--- src/rtl/mem_port_arbiter.sv ---
// mem_port_arbiter
// Owns the single external SRAM port of the SLC3 CPU and serves two
// requesters: instruction fetch (F, read only) and LDR/STR data (D, read or
// write). One access at a time runs through IDLE -> GRANT -> ACCESS -> DONE.
// The access drives the active-low SRAM strobes and waits on mem_ready, or
// gives up after TIMEOUT_CYC cycles. It then returns a one-cycle ack to the
// owner. D normally wins arbitration. After MAX_D_BURST consecutive D grants
// with F waiting, the next grant goes to F.
//
// Ports
//   Clk, Reset           clock; asynchronous active-high reset
//   f_req/f_addr         fetch request (held until f_ack)
//   f_ack/f_rdata        fetch completion pulse and read data
//   d_req/d_we/d_addr/d_wdata  data request (held until d_ack)
//   d_ack/d_rdata        data completion pulse and read data
//   err                  pulses with the ack of a timed-out access
//   busy                 high whenever the FSM is not in IDLE
//   ADDR/Data_out        SRAM address and write data
//   Data_in              SRAM read data
//   Mem_CE/UB/LB/OE/WE   active-low SRAM strobes
//   mem_ready            SRAM handshake, only looked at during ACCESS
module mem_port_arbiter #(
  parameter int ADDR_W      = 20,
  parameter int TIMEOUT_CYC = 15,
  parameter int MAX_D_BURST = 4
) (
  input  logic              Clk,
  input  logic              Reset,
  input  logic              f_req,
  input  logic [15:0]       f_addr,
  output logic              f_ack,
  output logic [15:0]       f_rdata,
  input  logic              d_req,
  input  logic              d_we,
  input  logic [15:0]       d_addr,
  input  logic [15:0]       d_wdata,
  output logic              d_ack,
  output logic [15:0]       d_rdata,
  output logic              err,
  output logic              busy,
  output logic [ADDR_W-1:0] ADDR,
  output logic [15:0]       Data_out,
  input  logic [15:0]       Data_in,
  output logic              Mem_CE,
  output logic              Mem_UB,
  output logic              Mem_LB,
  output logic              Mem_OE,
  output logic              Mem_WE,
  input  logic              mem_ready
);

  localparam logic [1:0] IDLE   = 2'd0;
  localparam logic [1:0] GRANT  = 2'd1;
  localparam logic [1:0] ACCESS = 2'd2;
  localparam logic [1:0] DONE   = 2'd3;

  localparam int            BW        = $clog2(MAX_D_BURST + 1);
  localparam logic [BW-1:0] BURST_MAX = BW'(MAX_D_BURST);
  localparam logic [7:0]    TCNT_LAST = 8'(TIMEOUT_CYC - 1);

  logic [1:0]    state;
  logic [1:0]    nxt;
  logic          owner_d;   // 1: D owns the current access, 0: F
  logic          we_q;
  logic [7:0]    tcnt;
  logic [BW-1:0] bcnt;
  logic          f_wins;
  logic          acc_end;
  logic          grant_we;

  function automatic logic [BW-1:0] burst_sat_inc(input logic [BW-1:0] c);
    return (c == BURST_MAX) ? c : c + BW'(1);
  endfunction

  // F only wins a contested grant once D has used up its burst allowance.
  assign f_wins   = f_req & (~d_req | (bcnt == BURST_MAX));
  // mem_ready takes priority over the timeout when both land on the last cycle.
  assign acc_end  = (state == ACCESS) & (mem_ready | (tcnt == TCNT_LAST));
  assign grant_we = owner_d & d_we;

  always_comb begin
    nxt = state;
    case (state)
      IDLE:    if (f_req | d_req) nxt = GRANT;
      GRANT:   nxt = ACCESS;
      ACCESS:  if (acc_end) nxt = DONE;
      default: nxt = IDLE;
    endcase
  end

  // Control: FSM, arbitration, timeout, strobes and handshake pulses.
  always_ff @(posedge Clk or posedge Reset) begin
    if (Reset) begin
      state   <= IDLE;
      busy    <= 1'b0;
      owner_d <= 1'b0;
      we_q    <= 1'b0;
      tcnt    <= '0;
      bcnt    <= '0;
      f_ack   <= 1'b0;
      d_ack   <= 1'b0;
      err     <= 1'b0;
      Mem_CE  <= 1'b1;
      Mem_UB  <= 1'b1;
      Mem_LB  <= 1'b1;
      Mem_OE  <= 1'b1;
      Mem_WE  <= 1'b1;
    end else begin
      state <= nxt;
      busy  <= (nxt != IDLE);
      f_ack <= 1'b0;
      d_ack <= 1'b0;
      err   <= 1'b0;
      case (state)
        IDLE: begin
          if (f_req | d_req) begin
            owner_d <= ~f_wins;
            // The burst count only runs while F is actually kept waiting.
            if (f_wins || !f_req) bcnt <= '0;
            else                  bcnt <= burst_sat_inc(bcnt);
          end
        end
        GRANT: begin
          we_q   <= grant_we;
          tcnt   <= '0;
          Mem_CE <= 1'b0;
          Mem_UB <= 1'b0;
          Mem_LB <= 1'b0;
          Mem_OE <= grant_we;
          Mem_WE <= ~grant_we;
        end
        ACCESS: begin
          if (acc_end) begin
            Mem_CE <= 1'b1;
            Mem_UB <= 1'b1;
            Mem_LB <= 1'b1;
            Mem_OE <= 1'b1;
            Mem_WE <= 1'b1;
            f_ack  <= ~owner_d;
            d_ack  <= owner_d;
            err    <= ~mem_ready;
          end else begin
            tcnt <= tcnt + 8'd1;
          end
        end
        default: ;
      endcase
    end
  end

  // Datapath: SRAM address/write data and per-owner read data.
  always_ff @(posedge Clk or posedge Reset) begin
    if (Reset) begin
      ADDR     <= '0;
      Data_out <= '0;
      f_rdata  <= '0;
      d_rdata  <= '0;
    end else begin
      case (state)
        GRANT: begin
          ADDR     <= {{(ADDR_W-16){1'b0}}, (owner_d ? d_addr : f_addr)};
          Data_out <= owner_d ? d_wdata : 16'h0000;
        end
        ACCESS: begin
          if (acc_end) begin
            // A timed-out access returns zero to its owner.
            if (!mem_ready) begin
              if (owner_d) d_rdata <= 16'h0000;
              else         f_rdata <= 16'h0000;
            end else if (!we_q) begin
              if (owner_d) d_rdata <= Data_in;
              else         f_rdata <= Data_in;
            end
          end
        end
        default: ;
      endcase
    end
  end

endmodule
--- config.mk ---
export PLATFORM = sky130hd
export DESIGN_NAME = mem_port_arbiter
export DESIGN_NICKNAME = d
export VERILOG_FILES = /design/src/rtl/mem_port_arbiter.sv
export SDC_FILE = /design/constraint.sdc
export NUM_CORES = 1
export LEC_CHECK = 0
export ABC_AREA = 1
export CORE_ASPECT_RATIO = 0.6
export CORE_MARGIN = 1.5
export CORE_UTILIZATION = 30
export DETAILED_ROUTE_END_ITERATION = 10
export SYNTH_ARGS = -nofsm -noshare
export SYNTH_HDL_FRONTEND = slang
export SYNTH_SLANG_ARGS = --single-unit
export TNS_END_PERCENT = 5
--- constraint.sdc ---
create_clock -name Clk -period 3.1 [get_ports Clk]
set_input_delay 0.465 -clock Clk [delete_from_list [all_inputs] [get_ports Clk]]
set_output_delay 0.465 -clock Clk [all_outputs]
set_load 0.02 [all_outputs]
-- Word level (Yosys, flattened, before mapping)
Cells that the tools add are included.
- bits in registers: 86
- ROM bits: 0
- RAM bits: 0
- output and inout bits: 77
- memories kept: 0
- bits in latches: 0
- $mul: 0
- bitwise logic cells: 11
- shifts and indexed selects: 0
- $lt $le $gt $ge: 0
- divide/modulo/power cells: 0
- equality and inequality tests: 10
- reductions and logical operators: 13
- add/subtract/negate cells: 2
- multiplexer cells: 27
- operator list (cell ; count):
    $mux W16 ; 10
    $pmux W8 S2 ; 1
    $reduce_and A5 Y1 ; 2
    $add A8 B1 Y8 const B ; 1
    $eq A8 B4 Y1 const B ; 1
    $mux W8 ; 1
    $ne A2 B2 Y1 const B ; 4
    $reduce_bool A2 Y1 ; 4
    $mux W1 ; 7
    $mux W3 ; 2
    $pmux W1 S2 ; 3
    $pmux W2 S3 ; 1
    $reduce_and A2 Y1 ; 3
    $not A1 Y1 ; 5
    $mux W2 ; 2
    $ne A2 B1 Y1 const B ; 2
    $add A3 B1 Y3 const B ; 1
    $and A1 B1 Y1 ; 3
    $eq A3 B3 Y1 const B ; 1
    $or A1 B1 Y1 ; 3
    $reduce_and A3 Y1 ; 1
    $eq A2 B1 Y1 const B ; 1
    $eq A2 B2 Y1 const B ; 1
    $logic_not A2 Y1 ; 1
    2 further kinds ; 2

-- Depth between registers and ports, before layout
Gate-level depths: netlist of the first run.
- word-level depth: 6
- depth in mapped cells: 10
- mapped depth without buffers: 10

-- Least setup slack after synthesis of the first run
No wires, ideal clock.
- path kind: reg-to-reg
- start point: register state[0]
- end point: register d_rdata[13]
- buffers on the path: 1
- arrival: 1.449 ns
- cell stages (with the launch flop): 8
- required time: 3.034 ns
- slack: 1.585 ns
- library setup time: 0.066 ns
- cells stage by stage: dfrtp_1 inv_1 ha_1 bufinv_8 nor2_8 buf_6 nand4_1 nand2_1
- word-level cells in the longest chain between the ends: 3
- ends and longest elaborated chain (what ; line ; text):
    start, declared ; 61 ; logic [1:0] state;
    start signal, assigned ; 109 ; state <= nxt;
    $eq A2 B2 Y1 * ; 78, 159 ;
    $and A1 B1 Y1 ; 78 ; assign acc_end = (state == ACCESS) & (mem_ready | (tcnt == TCNT_LAST));
    $reduce_and A5 Y1 (no source line) * ; -- ;
    end signal, assigned ; 171 ; if (owner_d) d_rdata <= Data_in;
    end, declared ; 38 ; output logic [15:0] d_rdata,
Mark *: on every way between the ends. The rest lies on a longest branch, timed or not.
A chain may end at the register's enable or synchronous reset.

-- Final worst setup path of the first run
- start point: input port mem_ready
- end point: register f_rdata[7]
- word-level cells in the longest chain between the ends: 3
- elaborated cells between the ends (all ways): 6
- classes of those cells: eq/ne: 2; mux: 1; bitwise: 2; reduce/logical: 1
- ends and longest elaborated chain (what ; line ; text):
    start, declared ; 49 ; input logic mem_ready
    $or A1 B1 Y1 ; 78 ;
    $and A1 B1 Y1 ; 78 ;
    $reduce_and A5 Y1 (no source line) ; -- ;
    end signal, assigned ; 172 ; else f_rdata <= Data_in;
    end, declared ; 32 ; output logic [15:0] f_rdata,
Parallel ways exist; a longest one is shown, timed or not.

==> metrics.md, run 1 <==
| Metric | Value |
|---|---|
| Yosys warning count | `0` |
| Relative slew slack | `0.590` |
| Chip Height | `93.6 um` |
| Worst Path Arrival | `2.19 ns` |
| CP Depth | `6` |
| Cell area after synthesis | `0.00410 mm^2` |
| Antenna viol nets, final | `0` |
| Setup_tns | `0 ns` |
| Seq cells post-synth | `86` |
| Seq. cell area | `0.00216 mm^2` |
| Max clock buf depth | `2` |
| Core Util, Final | `0.452` |
| Critical path's slowest cell | `clkdlybuf4s50_1` |
| Vias per cell | `4.67` |
| Top cells by area, synth | `dfrtp_1, nand2_1, nand4_1, o21ai_0, inv_1` |
| FILL cells | `1273` |
| Syn Inst Count | `481` |
| I/O pin count | `147` |
| Skew-Pair Late Insertion Delay | `0.34 ns` |
| Drt pass-1 iters | `4` |
| CTS tree | `built` |
| PortBufs | `142` |
| Final hold violations | `0` |
| Worst-path cell chain | `clkdlybuf4s50_1 > nand2_1 > buf_4 > nand4_4 > nand2_1 > nand2_1` |
| Worst r2r src | `state[0]` |
| First-pass GRT wire length | `18700 um` |
| Tmin final | `1.97 ns` |
| Worst vdd ir | `0.377 mV` |
| Final wirelength | `11500 um` |
| Reg-to-reg endpoint | `d_rdata[7]` |
| CP dominant cell by count | `nand2_1` |
| CP endpoint | `f_rdata[7]` |
| Initial antenna violation count | `0` |
| WP buf/inv | `2` |
| Max FO, Critical Path | `34` |
| CORE AREA | `0.0131 mm^2` |
| Initial Utilization | `0.313` |
| Routability Congestion | `0.771` |
| Leading area contributor after synthesis | `dfrtp_1` |
| Top-area cell type share of the netlist area | `0.507` |
| Setup CP Type | `input pin to flop` |
| Clock Sinks | `86` |
| Static Leak | `0.00285 uW` |
| Post-CTS Setup Inserts | `0` |
| Post-synth EDFFs | `0` |
| CP Launch Type | `input pin` |
| # Max-Cap Violations | `0` |
| Gr usage total | `0.167` |
| Reg2Reg Setup Slack | `1.23 ns` |
| Clk Tree Root Cell | `clkbuf_16` |
| Layout cell share with drive strength beyond 1 | `0.0666` |
| Synth Flop Type | `dfrtp_1` |
| Final slew viol count | `0` |
| Die ar. | `0.0144 mm^2` |
| Register area share after synthesis | `0.526` |
| Final net count | `689` |
| Final setup vio count | `0` |
| Crit-path max cell delay | `0.67 ns` |
| Vias in the first global route | `3564` |
| Std-Cell Rows | `32` |
| Fraction of registers with async set/reset | `1.00` |
| Vias | `3671` |
| # hold bufs at CTS | `0` |
| CTS Buf Count | `9` |
| HPWL after detailed placement | `8160 um` |
| Largest net degree at the start of global routing | `53` |
| Status | `finished clean` |
| Worst Tran Pin Value | `0.614 ns` |
| CTS H-tree lvls | `3` |
| DIE WIDTH | `154 um` |
| Area growth syn-to-layout | `44.2%` |
| Antenna Diode Count | `0` |
| Crit-path leading delay family | `buffers and inverters` |
| Highest Clock Rate | `508 MHz` |
| Cts repair resizes | `0` |
| Area of the multi-input gates | `0.00161 mm^2` |
| Pwr dens | `971 mW/mm^2` |
| CP required | `3.32 ns` |
| RSZ-0062 raised after global routing | `false` |
| CP startpoint | `mem_ready` |
| Avg Cell Area, Syn | `8.52 um^2` |
| Hold Path Class | `input pin to async pin` |
| Reg clk slew, reported paths | `0.07 ns` |
| Fin crit share | `0.635` |
| Initial drt markers | `179` |
| Worst r2r path cells | `6` |
| Netlist cell types | `36` |
| CP Capture Type | `flop` |
| DR WL/cell | `14.6 um` |
| DRC errors left | `0` |
| Grt ovf | `0` |
| Fin Clk Skew | `0.00880 ns` |
## report_power, final
| part | internal (uW) | switching (uW) | total (uW) |
|---|---|---|---|
| Sequential | 1600 | 295 | 1900 |
| Combinational | 1160 | 1600 | 2760 |
| Clock | 625 | 457 | 1080 |
## metrics by stage
stage	total power, uW	cells	hold WS (ns)	worst slack, ns	cell area [um^2]
2_1_floorplan	3440	484	0.453	0.418	4110
3_3_place_gp	4650	770	0.462	0.835	5610
3_5_place_dp	4700	770	0.466	0.773	5610
4_1_cts	5810	786	0.451	1.11	5910
5_1_grt	6130	786	0.471	0.959	5910
6_report	5750	786	0.438	1.13	5910
## synthesized netlist by cell type (2+ instances only)
cell type and n:
a21boi_0 2, buf_1 2, buf_2 6, buf_4 6
buf_6 6, clkbuf_1 13, dfrtp_1 83, dfstp_2 3
ha_1 8, inv_1 32, nand2_1 170, nand3_1 20
nand4_1 36, nand4_4 2, nor2_1 32, nor2_2 2
o21ai_0 36, xnor2_1 3, xor2_1 2
## how the worst min path moves through the flow
stage / endpoint / cells after the start / slack [ns]
after floorplan: we_q / 2 / 0.45
after global placement: Data_out[3] / 2 / 0.46
after detailed placement: f_rdata[8] / 2 / 0.47
after CTS: ADDR[13] / 2 / 0.45
after global routing: ADDR[13] / 2 / 0.47
final: ADDR[13] / 2 / 0.44
## routing by layer
metal	GRT usage	part of all wire	up-vias
met4	0.0405	0.0092	0
met5	0	0	-
met2	0.264	0.44	144
met3	0.0760	0.11	10
li1	-	-	1791
met1	0.209	0.45	1726
## layout make-up
class                      instances  area share
clock inverter                     7      0.0127
multi-input combinational        329       0.271
clock buffer                       9      0.0381
timing repair buffer             149       0.251
tap                              170      0.0360
inverter                          36      0.0258
sequential                        86       0.365
## registers in the layout (all words and copies together) (netlist names), 2 cells and up
name,flops
f_rdata,16
d_rdata,16
tcnt,8
ADDR,16
state,2
bcnt,3
Data_out,16
## logic make-up (layout without fill, tap and decap cells)
kind of cell    Yosys count  in the layout  share of synthesized area
buf+inv                  69            201                     0.0854
xor+xnor                  5              5                     0.0107
fa+ha+maj                 8              8                     0.0244
other cells               1              4                   0.000915
flops                    86             86                      0.526
compound gates           43             43                     0.0574
simple gates            269            269                      0.295
## layout by cell type (no fill, tap or decap)
master           synthesis  routed
nor2_2                   2       2
nand2_2                  1       1
bufinv_8                 1       1
nand3_1                 20      20
o22ai_1                  1       1
clkinvlp_4               0       3
nand2_1                170     170
nand2_4                  1       1
clkbuf_16                0       9
inv_2                    1       1
buf_12                   0       1
nand4_1                 36      36
o21bai_1                 1       1
clkinv_2                 0       2
o21ai_0                 36      36
nand3_2                  1       1
buf_4                    6       6
nor2_8                   1       1
dfrtp_1                 83      82
dfrtp_2                  0       1
ha_1                     8       8
clkinv_1                 1       1
clkinv_4                 0       2
bufinv_16                0       1
or2_0                    1       1
inv_1                   32      31
nor2_1                  32      32
xor2_1                   2       2
dfstp_2                  3       3
inv_4                    1       1
nand4_4                  2       2
a21oi_1                  1       1
o21ai_4                  1       1
clkdlybuf4s50_1          0     142
nor2_4                   1       1
a21boi_0                 2       2
o21ai_1                  1       1
nand3b_1                 1       1
conb_1                   1       4
xnor2_1                  3       3
Note: power is estimated with default switching activity, not from simulation.
==> run 2, diff against run 1 <==
==> constraint.sdc (replaced) <==
create_clock -name Clk -period 1.7 [get_ports Clk]
set_input_delay 0.255 -clock Clk [delete_from_list [all_inputs] [get_ports Clk]]
set_output_delay 0.255 -clock Clk [all_outputs]
set_load 0.02 [all_outputs]
==> run 2 against run 1 <==
- core utilization rose by 1.2 points
- critical path depth fell by 5
- sequential share of layout area fell by 0.98 points
- cell area rose by 2.8%
- global-route usage fell by 0.27 points
- clock skew fell by 0.0028 ns
- routed wire length rose by 0.81%
- combinational power rose by 88%
- via count fell by 0.35%
- clock power rose by 95%
==> metrics.md, run 2 (synthesized netlist as in run 1, its figures left out) <==
| Metric | Value |
|---|---|
| Status | `finished clean` |
| CTS tree | `built` |
| Non-filler cells, final | `797` |
| Final setup vio count | `0` |
| Chip Height | `93.6 um` |
| PortBufs | `142` |
| Initial antenna violation count | `0` |
| Vias in the first global route | `3703` |
| First-pass GRT wire length | `18500 um` |
| Worst vdd ir | `0.683 mV` |
| Vias per cell | `4.59` |
| Drt pass-1 iters | `4` |
| Final wirelength | `11600 um` |
| Antenna viol nets, final | `0` |
| Final net count | `700` |
| Initial drt markers | `223` |
| RSZ-0062 raised after global routing | `true` |
| Fin crit share | `0.946` |
| DIE WIDTH | `154 um` |
| Die ar. | `0.0144 mm^2` |
| Highest Clock Rate | `622 MHz` |
| Tmin final | `1.61 ns` |
| Clock Sinks | `86` |
| I/O pin count | `147` |
| CTS H-tree lvls | `3` |
| Antenna Diode Count | `0` |
| Grt ovf | `0` |
| Reg clk slew, reported paths | `0.06 ns` |
| DRC errors left | `0` |
| Std-Cell Rows | `32` |
| Hold Path Class | `input pin to async pin` |
| Fin Clk Skew | `0.00598 ns` |
| Most frequent cells in the layout | `nand2_1, clkdlybuf4s50_1, dfrtp_1` |
| Critical path's slowest cell | `clkdlybuf4s50_1` |
| Pwr dens | `1770 mW/mm^2` |
| WP buf/inv | `1` |
| Hold slack final | `0.351 ns` |
| Final hold violations | `0` |
| Final slew viol count | `0` |
| CP required | `1.44 ns` |
| Setup CP Type | `flop to output pin` |
| Routability Congestion | `0.791` |
| Initial Utilization | `0.313` |
| Worst Path Arrival | `1.35 ns` |
| Skew-Pair Late Insertion Delay | `0.33 ns` |
| CORE AREA | `0.0131 mm^2` |
| Gr usage total | `0.165` |
| Static Leak | `0.00292 uW` |
| Clk Tree Root Cell | `clkbuf_16` |
| # hold bufs at CTS | `0` |
| Layout cell share with drive strength beyond 1 | `0.0877` |
| Worst-path cell chain | `clkdlybuf4s50_1` |
| Largest net degree at the start of global routing | `69` |
| # Max-Cap Violations | `0` |
| Max clock buf depth | `2` |
| Commonest non-fill, non-tap cell in the layout | `nand2_1` |
| CTS Buf Count | `9` |
| CP Launch Type | `flop` |
| Crit-path max cell delay | `0.65 ns` |
| CP Capture Type | `output pin` |
| Crit-path leading delay family | `buffers and inverters` |
| Vias | `3658` |
| Max FO, Critical Path | `2` |
| HPWL after detailed placement | `8010 um` |
| DR WL/cell | `14.5 um` |
| Area growth syn-to-layout | `48.2%` |
| Placed cells | `778` |
## run 2: cell count changes in the layout (fill, tap and decap cells not counted)
cell             before  now
nand2_1             170  167
bufinv_16             1    2
buf_4                 6   13
clkbuf_8              0    1
clkinv_4              2    0
clkdlybuf4s50_1     142  137
dlygate4sd2_1         0    5
nand2_2               1    4
nand4_4               2    4
buf_12                1    3
## run 2: area by class of cell
cell class / count / area [um^2]
inverters: 36 / 155
multi-input cells: 331 / 1660
well taps: 170 / 213
flip-flops and latches: 86 / 2160
clock buffers: 10 / 239
fillers: 1237 / 7020
clock inverters: 6 / 85.1
repair buffers: 158 / 1570
## run 2: report_power, final
group	switching [uW]	leakage, uW	total (uW)	internal, uW
logic	2970	0.00167	5180	2210
clock network	786	0.000154	2110	1320
registers	561	0.00110	3490	2930
## run 2: metrics by stage
stage / utilization / setup slack, ns / power [uW] / instance area, um^2 / setup TNS [ns]
6_report: 0.464 / 0.0921 / 10800 / 6080 / 0
5_1_grt: 0.464 / -0.00723 / 11500 / 6080 / -0.00800
4_1_cts: 0.459 / 0.0332 / 10800 / 6010 / 0
3_5_place_dp: 0.435 / -0.0378 / 8670 / 5690 / -0.119
3_3_place_gp: 0.435 / 0.0551 / 8600 / 5690 / 0
2_1_floorplan: - / 0.185 / 6270 / 4120 / 0
## run 2: final timing paths
check                             from          end  slack (ns)  cells past startpoint
max                        d_rdata[10]  d_rdata[10]        0.09                      1
min                              Reset   f_rdata[9]        0.35                      3
max reg2reg                    tcnt[0]   f_rdata[0]        0.12                      8
min reg2reg                     Mem_LB       Mem_LB        0.48                      2
max in group asynchronous        Reset       Mem_OE        0.98                      3
min in group Clk            d_wdata[8]  Data_out[8]        0.48                      3
## run 2: per-layer routing
layer,track usage,vias to the layer above,part of all wire
li1,-,1824,-
met1,0.209,1695,0.45
met4,0.0356,0,0.0048
met5,0,-,0
met2,0.256,131,0.44
met3,0.0774,8,0.10
## run 2: what timing repair did
| item | CTS | global route |
|---|---|---|
| setup endpoints to repair | 5 | 42 |
| pin swaps | 0 | 3 |
| buffers inserted | 0 | 1 |
| gates resized for setup | 5 | 5 |
| gates cloned | 0 | 2 |
